==> config.mk <==
export PLATFORM = sky130hd
export DESIGN_NAME = jtag_host_driver
export DESIGN_NICKNAME = d
export VERILOG_FILES = /design/src/rtl/jtag_host_driver.sv
export SDC_FILE = /design/constraint.sdc
export NUM_CORES = 1
export LEC_CHECK = 0
export CORE_MARGIN = 2
export CORE_UTILIZATION = 40
export CTS_BUF_LIST = sky130_fd_sc_hd__clkbuf_8
export CTS_CLUSTER_DIAMETER = 150
export CTS_CLUSTER_SIZE = 25
export DETAILED_ROUTE_END_ITERATION = 8
export SETUP_SLACK_MARGIN = 0.4
export SYNTH_ARGS = -nofsm -noshare
export SYNTH_HDL_FRONTEND = slang
export SYNTH_SLANG_ARGS = --single-unit
==> constraint.sdc <==
create_clock -name clk -period 4 [get_ports clk]
set_input_delay 0.8 -clock clk [delete_from_list [all_inputs] [get_ports clk]]
set_output_delay 0.8 -clock clk [all_outputs]
set_load 0.005 [all_outputs]
==> src/rtl/jtag_host_driver.sv <==
// jtag_host_driver: bit-banged IEEE 1149.1 host for a single TAP.
// Turns IR/DR scan and TAP reset commands into TCK/TMS/TDI walks from Run-Test/Idle.
module jtag_host_driver #(
   parameter int CLK_DIV = 4
) (
   input  logic        clk,
   input  logic        rst_n,
   input  logic        cmd_valid,
   output logic        cmd_ready,
   input  logic [1:0]  cmd_op,
   input  logic [4:0]  cmd_len,
   input  logic [31:0] cmd_data,
   output logic        rsp_valid,
   input  logic        rsp_ready,
   output logic [31:0] rsp_data,
   output logic        busy,
   output logic        tck,
   output logic        tms,
   output logic        tdi,
   input  logic        tdo,
   output logic        trst_n
);

   localparam int CW = (CLK_DIV > 1) ? $clog2(CLK_DIV) : 1;
   localparam logic [CW-1:0] DIV_LAST = CW'(CLK_DIV - 1);

   localparam logic [2:0] S_INIT = 3'd0;
   localparam logic [2:0] S_IDLE = 3'd1;
   localparam logic [2:0] S_PREP = 3'd2;
   localparam logic [2:0] S_SCAN = 3'd3;
   localparam logic [2:0] S_RESP = 3'd4;

   logic [2:0]    state_q, state_d;
   logic [CW-1:0] div_q, div_d;
   logic [5:0]    j_q, j_d;
   logic          rst_op_q, rst_op_d;
   logic          ir_op_q, ir_op_d;
   logic          rsp_en_q, rsp_en_d;
   logic [4:0]    len_q, len_d;
   logic [31:0]   data_q, data_d;
   logic          dat_q, dat_d;
   logic [4:0]    idx_q, idx_d;
   logic          tck_q, tck_d;
   logic          tms_q, tms_d;
   logic          tdi_q, tdi_d;
   logic          trst_q, trst_d;
   logic          busy_q, busy_d;
   logic          rdy_q, rdy_d;
   logic          rv_q, rv_d;
   logic [31:0]   rsp_q, rsp_d;

   logic [5:0] hdr, jn, last_j;
   logic [4:0] idx_n;
   logic       dn, tms_n, tdi_n;

   // Returns {data pulse, tms} for 0-based pulse j of the walk.
   function automatic logic [1:0] pulse_of(
      input logic [5:0] j,
      input logic       rst,
      input logic       ir,
      input logic [4:0] len
   );
      logic [5:0] h, dend;
      h = ir ? 6'd4 : 6'd3;
      dend = h + {1'b0, len};
      if (rst)
         pulse_of = {1'b0, j != 6'd5};
      else if (j < h)
         pulse_of = {1'b0, (j == 6'd0) || (ir && j == 6'd1)};
      else if (j <= dend)
         pulse_of = {1'b1, j == dend};
      else
         pulse_of = {1'b0, j == dend + 6'd1};
   endfunction

   always_comb begin
      hdr = ir_op_q ? 6'd4 : 6'd3;
      jn = (state_q == S_PREP) ? 6'd0 : j_q + 6'd1;
      {dn, tms_n} = pulse_of(jn, rst_op_q, ir_op_q, len_q);
      idx_n = 5'(jn - hdr);
      tdi_n = dn & data_q[idx_n];
      if (rst_op_q)
         last_j = 6'd5;
      else
         last_j = {1'b0, len_q} + (ir_op_q ? 6'd6 : 6'd5);
   end

   always_comb begin
      state_d  = state_q;
      div_d    = div_q;
      j_d      = j_q;
      rst_op_d = rst_op_q;
      ir_op_d  = ir_op_q;
      rsp_en_d = rsp_en_q;
      len_d    = len_q;
      data_d   = data_q;
      dat_d    = dat_q;
      idx_d    = idx_q;
      tck_d    = tck_q;
      tms_d    = tms_q;
      tdi_d    = tdi_q;
      trst_d   = trst_q;
      busy_d   = busy_q;
      rdy_d    = rdy_q;
      rv_d     = rv_q;
      rsp_d    = rsp_q;
      unique case (state_q)
         S_INIT: begin
            // Power-on walk: a TAP reset whose result nobody asked for.
            trst_d   = 1'b1;
            rst_op_d = 1'b1;
            ir_op_d  = 1'b0;
            rsp_en_d = 1'b0;
            state_d  = S_PREP;
         end
         S_IDLE: begin
            if (cmd_valid && rdy_q) begin
               rst_op_d = cmd_op[1];
               ir_op_d  = (cmd_op == 2'b01);
               len_d    = cmd_len;
               data_d   = cmd_data;
               rsp_en_d = 1'b1;
               rsp_d    = '0;
               busy_d   = 1'b1;
               rdy_d    = 1'b0;
               state_d  = S_PREP;
            end
         end
         S_PREP: begin
            tms_d   = tms_n;
            tdi_d   = tdi_n;
            dat_d   = dn;
            idx_d   = idx_n;
            j_d     = 6'd0;
            div_d   = '0;
            state_d = S_SCAN;
         end
         S_SCAN: begin
            if (div_q == DIV_LAST) begin
               div_d = '0;
               tck_d = ~tck_q;
               if (!tck_q) begin
                  if (dat_q)
                     rsp_d[idx_q] = tdo;
               end else if (j_q == last_j) begin
                  tms_d  = 1'b0;
                  tdi_d  = 1'b0;
                  dat_d  = 1'b0;
                  busy_d = 1'b0;
                  if (rsp_en_q) begin
                     rv_d    = 1'b1;
                     state_d = S_RESP;
                  end else begin
                     rdy_d   = 1'b1;
                     state_d = S_IDLE;
                  end
               end else begin
                  j_d   = jn;
                  tms_d = tms_n;
                  tdi_d = tdi_n;
                  dat_d = dn;
                  idx_d = idx_n;
               end
            end else begin
               div_d = div_q + 1'b1;
            end
         end
         S_RESP: begin
            if (rsp_ready) begin
               rv_d    = 1'b0;
               rdy_d   = 1'b1;
               state_d = S_IDLE;
            end
         end
         default: state_d = S_INIT;
      endcase
   end

   always_ff @(posedge clk or negedge rst_n) begin
      if (!rst_n) begin
         state_q  <= S_INIT;
         div_q    <= '0;
         j_q      <= '0;
         rst_op_q <= 1'b1;
         ir_op_q  <= 1'b0;
         rsp_en_q <= 1'b0;
         len_q    <= '0;
         data_q   <= '0;
         dat_q    <= 1'b0;
         idx_q    <= '0;
         tck_q    <= 1'b0;
         tms_q    <= 1'b1;
         tdi_q    <= 1'b0;
         trst_q   <= 1'b0;
         busy_q   <= 1'b1;
         rdy_q    <= 1'b0;
         rv_q     <= 1'b0;
         rsp_q    <= '0;
      end else begin
         state_q  <= state_d;
         div_q    <= div_d;
         j_q      <= j_d;
         rst_op_q <= rst_op_d;
         ir_op_q  <= ir_op_d;
         rsp_en_q <= rsp_en_d;
         len_q    <= len_d;
         data_q   <= data_d;
         dat_q    <= dat_d;
         idx_q    <= idx_d;
         tck_q    <= tck_d;
         tms_q    <= tms_d;
         tdi_q    <= tdi_d;
         trst_q   <= trst_d;
         busy_q   <= busy_d;
         rdy_q    <= rdy_d;
         rv_q     <= rv_d;
         rsp_q    <= rsp_d;
      end
   end

   assign tck       = tck_q;
   assign tms       = tms_q;
   assign tdi       = tdi_q;
   assign trst_n    = trst_q;
   assign busy      = busy_q;
   assign cmd_ready = rdy_q;
   assign rsp_valid = rv_q;
   assign rsp_data  = rsp_q;

endmodule

# == Word level (Yosys, flattened, before mapping) ==
# Index checks and enable logic that the tools add are counted.
# totals
inputBits,44
word_cells,142
out_inout_bits,39
ff_bits,96
# op_classes
bitwise,2
n_addsub,6
muxes,69
reduce_logical,21
n_lt_le_gt_ge,5
eq_ne,21
# ops
cell,count
32-bit 2-to-1 mux,4
32-bit one-hot mux with 2 select lines,1
32-bit bitwise mux,1
6-bit 2-to-1 mux,5
1-bit 2-to-1 mux,28
3-bit 2-to-1 mux,7
"2-bit inequality test, second input constant",10
6-bit equality test,3
1-bit one-hot mux with 2 select lines,8
5-bit 2-to-1 mux,3
3-bit one-hot mux with 5 select lines,1
5-bit AND reduction,3
"6-bit by 1-bit adder with 6-bit output, second input constant",2
"5-bit by 6-bit less-than comparator with 1-bit output, second input constant",2
6-bit one-hot mux with 2 select lines,1
2-bit 2-to-1 mux,5
5-bit one-hot mux with 2 select lines,1
2-bit nonzero test,4
7-bit AND reduction,1
3-bit by 5-bit adder with 6-bit output,1
5-bit by 3-bit adder with 6-bit output,1
"3-bit by 2-bit equality test with 1-bit output, second input constant",2
"6-bit by 1-bit equality test with 1-bit output, second input constant",1
6-bit <= comparator,1
other kinds (24),28

# == Logic depth before layout (Yosys ltp) ==
# Gate-level depths: netlist (run 1).
# depth
word_depth,12
depth_mapped,14
mapped_depth_nobuf,14

# == Least setup slack after synthesis (run 1) ==
# OpenSTA, ideal clock, no wires.
# synth_path
kind,register to register
start,reg ir_op_q
end,"reg tms_q, in the netlist tms"
path_slack_ps,629
n_path_buf,0
path_stages_with_launch,15
arrival_time_ps,3308
setup_time_ps,63
required_ps,3937
period_less_slack_ps,3371
path_cell_list,dfrtp_1 > inv_1 > ha_1 > inv_1 > fa_1 > nor2b_1 > o21ai_0 > xor2_1 > ha_1 > nand4_1 > nor2_1 > a211oi_1 > or4_1 > o41ai_1 > a32o_1
# synth_between
elab_chain_len,11
elab_cells_between_ends,20
cone_classes,add/sub (3); order compare (2); eq/ne (3); mux (10); reduce/logical (2)
# synth_lines
element,line,rtl
start: declaration,37,"logic ir_op_q, ir_op_d;"
start signal: assignment,204,ir_op_q <= ir_op_d;
3-bit 2-to-1 mux,64,h = ir ? 6'd4 : 6'd3;
3-bit by 5-bit adder with 6-bit output,65,"dend = h + {1'b0, len};"
6-bit by 1-bit adder with 6-bit output,73,"pulse_of = {1'b0, j == dend + 6'd1};"
6-bit equality test,73,
2-bit 2-to-1 mux,70,else if (j <= dend)
2-bit 2-to-1 mux,68,else if (j < h)
2-bit 2-to-1 mux,66,if (rst)
1-bit 2-to-1 mux,145,end else if (j_q == last_j) begin
1-bit 2-to-1 mux,142,if (!tck_q) begin
1-bit 2-to-1 mux,139,if (div_q == DIV_LAST) begin
1-bit one-hot mux with 2 select lines *,107,unique case (state_q)
end signal: assignment,211,tms_q <= tms_d;
end: declaration,44,"logic tms_q, tms_d;"
# Mark *: on every way between the ends. The rest lies on a longest branch, timed or not. The select of a mux whose other input is x is not followed.
# A chain may end at the register's enable or synchronous reset.

# == Worst setup path in the final report (run 1) ==
# Ends and elaborated chain as after synthesis.

==> impl_metrics.json, run 1 <==
{
  "clk_pin_slew_ns": 0.10,
  "clkPwrFrac_pct": 12.0,
  "post-route-util_pct": 50.8,
  "power_density_nw_per_um2": 838,
  "slew_violations": 0,
  "ir_worst_vdd_mv": 0.368,
  "die_area_um2": 14000,
  "clockBufferDepth": 2,
  "drc": 0,
  "outcome": "completed",
  "ys_seq_elements": 96,
  "syn_to_final_growth_pct": 23.3,
  "p_leak_nw": 2.75,
  "placed_area_um2": 6230,
  "path_depth": 14,
  "yosysWarnings": 0,
  "n_antenna_cell": 0,
  "dr.pass1.iters": 5,
  "r2r-start": "ir_op_q",
  "start_kind": "flop",
  "fin_crit_ns": 3.37,
  "postLayoutSetupSlackWorst_ns": 0.626,
  "finalSetupViolations": 0,
  "hp-class": "reg -> reg",
  "num_io_pins": 83,
  "preCtsSetupSlack_ns": 0.159,
  "layout.cells.non_filler": 748,
  "yosys-top-cells-area": "dfrtp_1 44%, mux2_2 8.0%, o21ai_0 7.4%",
  "grt_max_degree": 83,
  "initial_utilization_pct": 41.2,
  "dp_cells": 730,
  "path_max_fanout": 7,
  "grt_pass1_vias": 4194,
  "fp.dieH_um": 118,
  "dp_hpwl_um": 9060,
  "r2r_end": "tms",
  "finClkSkew_ns": 0.0112,
  "cts_tree": "built",
  "period_share_pct": 84.3,
  "cap_violations": 0,
  "crit_required_ns": 4.33,
  "r2r_slack_ns": 0.63,
  "rsz0062_at_grt": "no",
  "tightest_slew_ns": 1.05,
  "switching_share_pct": 42.1,
  "core_um2": 12700,
  "cts_root_buffer": "clkbuf_8",
  "crit_start": "ir_op_q",
  "synth.top_cell.area_share_pct": 44.4,
  "tns_ns": 0,
  "synth_area_per_cell_um2": 10.7,
  "cts-buffers-inserted": 9,
  "crit_chain": "inv_4, ha_2, inv_1, fa_1, nor2b_1, o21ai_0, xor2_1, ha_1, nand4_1, nor2_1, a211oi_1, or4_1, o41ai_2, a32o_1",
  "routed_wl_um": 12600,
  "insertion_delay_ns": 0.39,
  "layout-drive-gt1-share_pct": 15.6,
  "grt_usage_pct": 19.1,
  "htree_levels": 3,
  "routed_via_density": 5.48,
  "post-route-cell-area_um2": 6460,
  "wl_per_cell_um": 16.9,
  "p_sw_mw": 2.28,
  "max_freq_mhz": 296,
  "drt_iter0_markers": 220,
  "p_seq_share_pct": 30.2,
  "antenna_found_initial": 0,
  "p_comb_share_pct": 57.8,
  "syn_area_um2": 5240,
  "synth_ff_type": "dfrtp_1",
  "arrival_ns": 3.70,
  "path_delay_family": "adder cells",
  "crit_type": "reg -> reg",
  "grt-ovfl-total": 0,
  "cp-end-kind": "flop",
  "slowest_delay_ns": 0.53,
  "async_flop_share_pct": 100,
  "critPathCapture": "tms",
  "r2r.worst_path.cells": 14,
  "synth.distinct_cells": 63,
  "rows": 41,
  "cts.sinks": 96,
  "die_w_um": 118,
  "crit_buf_inv": 2,
  "ys_seq_area_share_pct": 45.9,
  "antenna_left": 0,
  "hold_violations": 0,
  "whs_path_depth": 1,
  "cp_slowest_cell": "or4_1",
  "nets": 634,
  "synth_nets": 554,
  "synth-edff-count": 0,
  "relSlewSlack_pct": 29.9,
  "grt_pass1_wl_um": 21500,
  "gp_congestion": 0.848,
  "postSynthCellCount": 491,
  "vias": 4097,
  "port_buffers": 82,
  "p_int_mw": 3.13,
  "synth_top_area_cell": "dfrtp_1"
}
-- how the worst min path moves through the flow --
stage / from / to / slack (ns)
detailed placement: trst_n / trst_n / 0.45
global route: trst_n / trst_n / 0.52
global placement: trst_n / trst_n / 0.45
finish: trst_n / trst_n / 0.47
CTS: trst_n / trst_n / 0.48
floorplan: div_q[1] / div_q[1] / 0.45
-- stage by stage --
stage          hold slack (ns)  total power, mW
2_1_floorplan            0.453             3.88
4_1_cts                  0.479             5.42
3_3_place_gp             0.453             4.68
6_report                 0.472             5.41
3_5_place_dp             0.451             4.73
5_1_grt                  0.517             5.87
-- metal layers --
| metal | track usage (%) | share of wire (%) | up-vias |
|---|---|---|---|
| met4 | 7.37 | 1.8 | 0 |
| met5 | 0 | 0 | - |
| met3 | 3.76 | 5.2 | 18 |
| met1 | 26.8 | 46 | 2020 |
| met2 | 29.3 | 47 | 109 |
| li1 | - | - | 1950 |
-- cells in the final DEF, fill, tap and decap left out, drive strengths merged, types with 3 or more instances in the layout --
cell           instances
a211oi                 7
a21o                   7
a21oi                 39
a22o                   5
a31oi                  3
and2                   3
and3                   6
buf                   10
clkbuf                 9
clkdlybuf4s50         81
dfrtp                 93
dfstp                  3
fa                     3
ha                    16
inv                   25
mux2                  39
mux2i                 10
mux4                   8
nand2                 22
nand2b                 4
nand3                  8
nand3b                 3
nand4                  3
nor2                  18
nor3                   8
o21ai                 79
or3                    5
xnor2                 14
xor2                  10
-- cells in the mapped netlist (2+ instances only) --
cell / instances
nor4_1: 2
a32o_1: 2
o21a_1: 2
mux2_4: 2
nor3_1: 8
and2_1: 3
buf_2: 3
inv_1: 22
ha_1: 16
dfrtp_1: 93
o21ai_0: 77
a21oi_1: 39
nand2_1: 22
a21o_1: 6
or3_1: 4
xor2_1: 10
and3_1: 6
nand3_1: 8
a211oi_1: 7
nor2_1: 17
xnor2_1: 14
o22ai_1: 2
mux2_2: 37
clkbuf_1: 16
nor2b_1: 2
mux2i_1: 10
o21ai_1: 2
a22o_1: 5
nand4_1: 3
nand2b_1: 3
a31oi_1: 3
dfstp_2: 3
nand3b_1: 3
mux4_2: 8
fa_1: 3
-- power by group through the flow --
stage | Clock [mW] | Sequential (mW) | Combinational [mW]
after floorplan | 0 | 1.50 | 2.38
after global placement | 0 | 1.64 | 3.04
after detailed placement | 0 | 1.65 | 3.08
after CTS | 0.669 | 1.64 | 3.11
after global routing | 0.709 | 1.69 | 3.47
final | 0.651 | 1.63 | 3.13
-- flip-flops by register name, indices dropped and copies added, names as in the netlist, 2 cells and up --
name and cells:
data_q 32, rsp_data 32, j_q 6, idx_q 5, len_q 5, state_q 3
div_q 2
-- layout make-up --
class | count | area (µm²)
Timing Repair Buffer | 91 | 886
Inverter | 22 | 85.1
Fill cell | 1215 | 6260
Clock buffer | 9 | 124
Tap cell | 172 | 215
Sequential cell | 96 | 2410
Multi-Input combinational cell | 351 | 2670
Clock inverter | 7 | 71.3
-- kinds of logic (layout without fill, tap and decap cells) --
kind of cell / after synthesis / count (layout) / synth area share [%]
flops: 96 / 96 / 45.9
buf+inv: 44 / 129 / 3.39
fa+ha+maj: 19 / 19 / 4.97
mux: 57 / 57 / 13.9
simple gates: 93 / 93 / 9.63
compound gates: 158 / 158 / 18.2
xor+xnor: 24 / 24 / 4.01
-- worst reg2reg max path, cell delays in order, from the launching register on --
cell and delay (ns):
dfrtp_2 0.45, inv_4 0.11, ha_2 0.23, inv_1 0.06
fa_1 0.39, nor2b_1 0.13, o21ai_0 0.10, xor2_1 0.20
ha_1 0.32, nand4_1 0.13, nor2_1 0.13, a211oi_1 0.07
or4_1 0.53, o41ai_2 0.26, a32o_1 0.22
-- timing repair --
| action | 4_1_cts | 5_1_grt |
|---|---|---|
| buffers inserted | 0 | 2 |
| endpoints found under the setup margin | 1 | 1 |
| hold buffers | 0 | 0 |
| pin swaps | 0 | 1 |
| gates resized for setup | 5 | 0 |
Power figures use the tool's default switching activity.
==> run 2, diff against run 1 <==
Clock period 4 ns to 2.7 ns, I/O delays scaled along.
==> impl_metrics.json, run 2 (synthesized netlist as in run 1, its figures left out) <==
{
  "die_area_um2": 14000,
  "drt_iter0_markers": 203,
  "grt-ovfl-total": 0,
  "placed_area_um2": 6740,
  "cts_root_buffer": "clkbuf_8",
  "slew_violations": 0,
  "preCtsSetupSlack_ns": -0.325,
  "cap_violations": 0,
  "tightest_slew_ns": 0.470,
  "drc": 0,
  "relSlewSlack_pct": 68.4,
  "grt_usage_pct": 19.9,
  "gp_congestion": 0.887,
  "cts_tree": "built",
  "vias": 4334,
  "layout-drive-gt1-share_pct": 25.5,
  "r2r-start": "len_q[0]",
  "dr.pass1.iters": 5,
  "n_antenna_cell": 0,
  "p_leak_nw": 3.05,
  "period_share_pct": 111,
  "whs_ns": 0.491,
  "antenna_found_initial": 0,
  "wl_per_cell_um": 16.6,
  "antenna_left": 0,
  "routed_via_density": 5.39,
  "cp-end-kind": "flop",
  "die_w_um": 118,
  "postLayoutSetupSlackWorst_ns": -0.293,
  "r2r_slack_ns": -0.29,
  "nets": 690,
  "violations": "setup timing",
  "dp_hpwl_um": 10000,
  "ir_worst_vdd_mv": 0.655,
  "final_common_cell": "dfrtp_1",
  "hp-class": "reg -> reg",
  "r2r.worst_path.cells": 10,
  "cts.sinks": 96,
  "crit_required_ns": 2.98,
  "cts-buffers-inserted": 9,
  "grt_pass1_wl_um": 22500,
  "r2r_end": "cmd_ready",
  "core_um2": 12700,
  "routed_wl_um": 13400,
  "start_kind": "flop",
  "outcome": "complete, but fails checks",
  "crit_start": "len_q[0]",
  "insertion_delay_ns": 0.38,
  "crit_type": "reg -> reg",
  "fillers": 1130,
  "syn_to_final_growth_pct": 33.7,
  "grt_pass1_vias": 4354,
  "num_io_pins": 83,
  "fp.dieH_um": 118,
  "post-route-util_pct": 55.1,
  "critPathCapture": "cmd_ready",
  "max_freq_mhz": 334,
  "power_density_nw_per_um2": 1280,
  "rows": 41,
  "grt_max_degree": 81,
  "post-route-cell-area_um2": 7010,
  "clockBufferDepth": 2,
  "clk_pin_slew_ns": 0.10,
  "initial_utilization_pct": 41.2,
  "arrival_ns": 3.27,
  "port_buffers": 82,
  "hold_violations": 0,
  "finalSetupViolations": 20,
  "htree_levels": 3,
  "rsz0062_at_grt": "yes",
  "final_cell_mix": "92 x dfrtp_1, 81 x clkdlybuf4s50_1, 72 x o21ai_0",
  "fin_crit_ns": 2.99,
  "tns_ns": -3.48,
  "path_max_fanout": 5,
  "finClkSkew_ns": 0.0129
}
run 2: changes by cell type in the layout (fill, tap and decap cells not counted), moves of 3 or more:
cell / previous run / this run
a211oi_2: 0 / 3
buf_12: 0 / 3
a211oi_1: 7 / 4
nand2_2: 0 / 4
o21ai_0: 76 / 72
buf_4: 10 / 60
o21ai_1: 3 / 7
nand2_1: 22 / 18
run 2: cell type report:
type	count	area (µm²)	area share, %
multi-input cells	351	2770	39.6
flip-flops and latches	96	2410	34.4
repair buffers	147	1350	19.3
well taps	172	215	3.07
clock buffers	10	138	1.96
inverters	22	85.1	1.21
clock inverters	6	32.5	0.464
run 2: stage by stage:
stage | std cells | power [mW]
final | 804 | 8.96
after global routing | 804 | 9.67
after CTS | 804 | 8.92
after detailed placement | 785 | 7.96
after global placement | 785 | 7.82
after floorplan | 491 | 5.87
run 2: report_power, final:
| part | internal, mW | leakage, nW | total (mW) | switching [mW] |
|---|---|---|---|---|
| Combinational | 3.06 | 1.72 | 5.76 | 2.69 |
| Sequential | 1.94 | 1.24 | 2.34 | 0.402 |
| Clock | 0.351 | 0.0961 | 0.859 | 0.509 |
run 2: timing repair:
item                       in CTS  in global routing
buffers inserted                2                  0
gates resized for setup         6                 12
hold buffers                    1                  0
setup endpoints to repair      20                 51
hold endpoints to repair        2                  0
pin swaps                       2                  3
run 2: metal layers:
metal | wire (µm) | track usage [%] | part of all wire [%] | vias up
li1 | - | - | - | 2065
met1 | 6390 | 28.6 | 48 | 2149
met2 | 6140 | 30.3 | 46 | 105
met3 | 640 | 4.05 | 4.8 | 15
met4 | 191 | 6.40 | 1.4 | 0
met5 | 0 | 0 | 0 | -
run 2: critical path: stages (launching register included):
cell and delay [ns]:
dfrtp_1 0.43, ha_4 0.18, buf_4 0.14, fa_1 0.38, o21ai_1 0.17, xor2_1 0.29, o21ai_1 0.14, a211oi_2 0.26
o2111ai_4 0.21, or3_4 0.42, o311ai_4 0.27
run 2: how the worst min path moves through the flow:
stage                      start         to  slack, ns  cells past startpoint
after global routing      trst_n     trst_n       0.50                      1
after floorplan            rst_n  cmd_ready       0.24                      0
after CTS                 trst_n     trst_n       0.49                      1
after detailed placement   rst_n  data_q[5]       0.43                      1
after global placement     rst_n   len_q[3]       0.42                      1
final                     trst_n     trst_n       0.49                      1
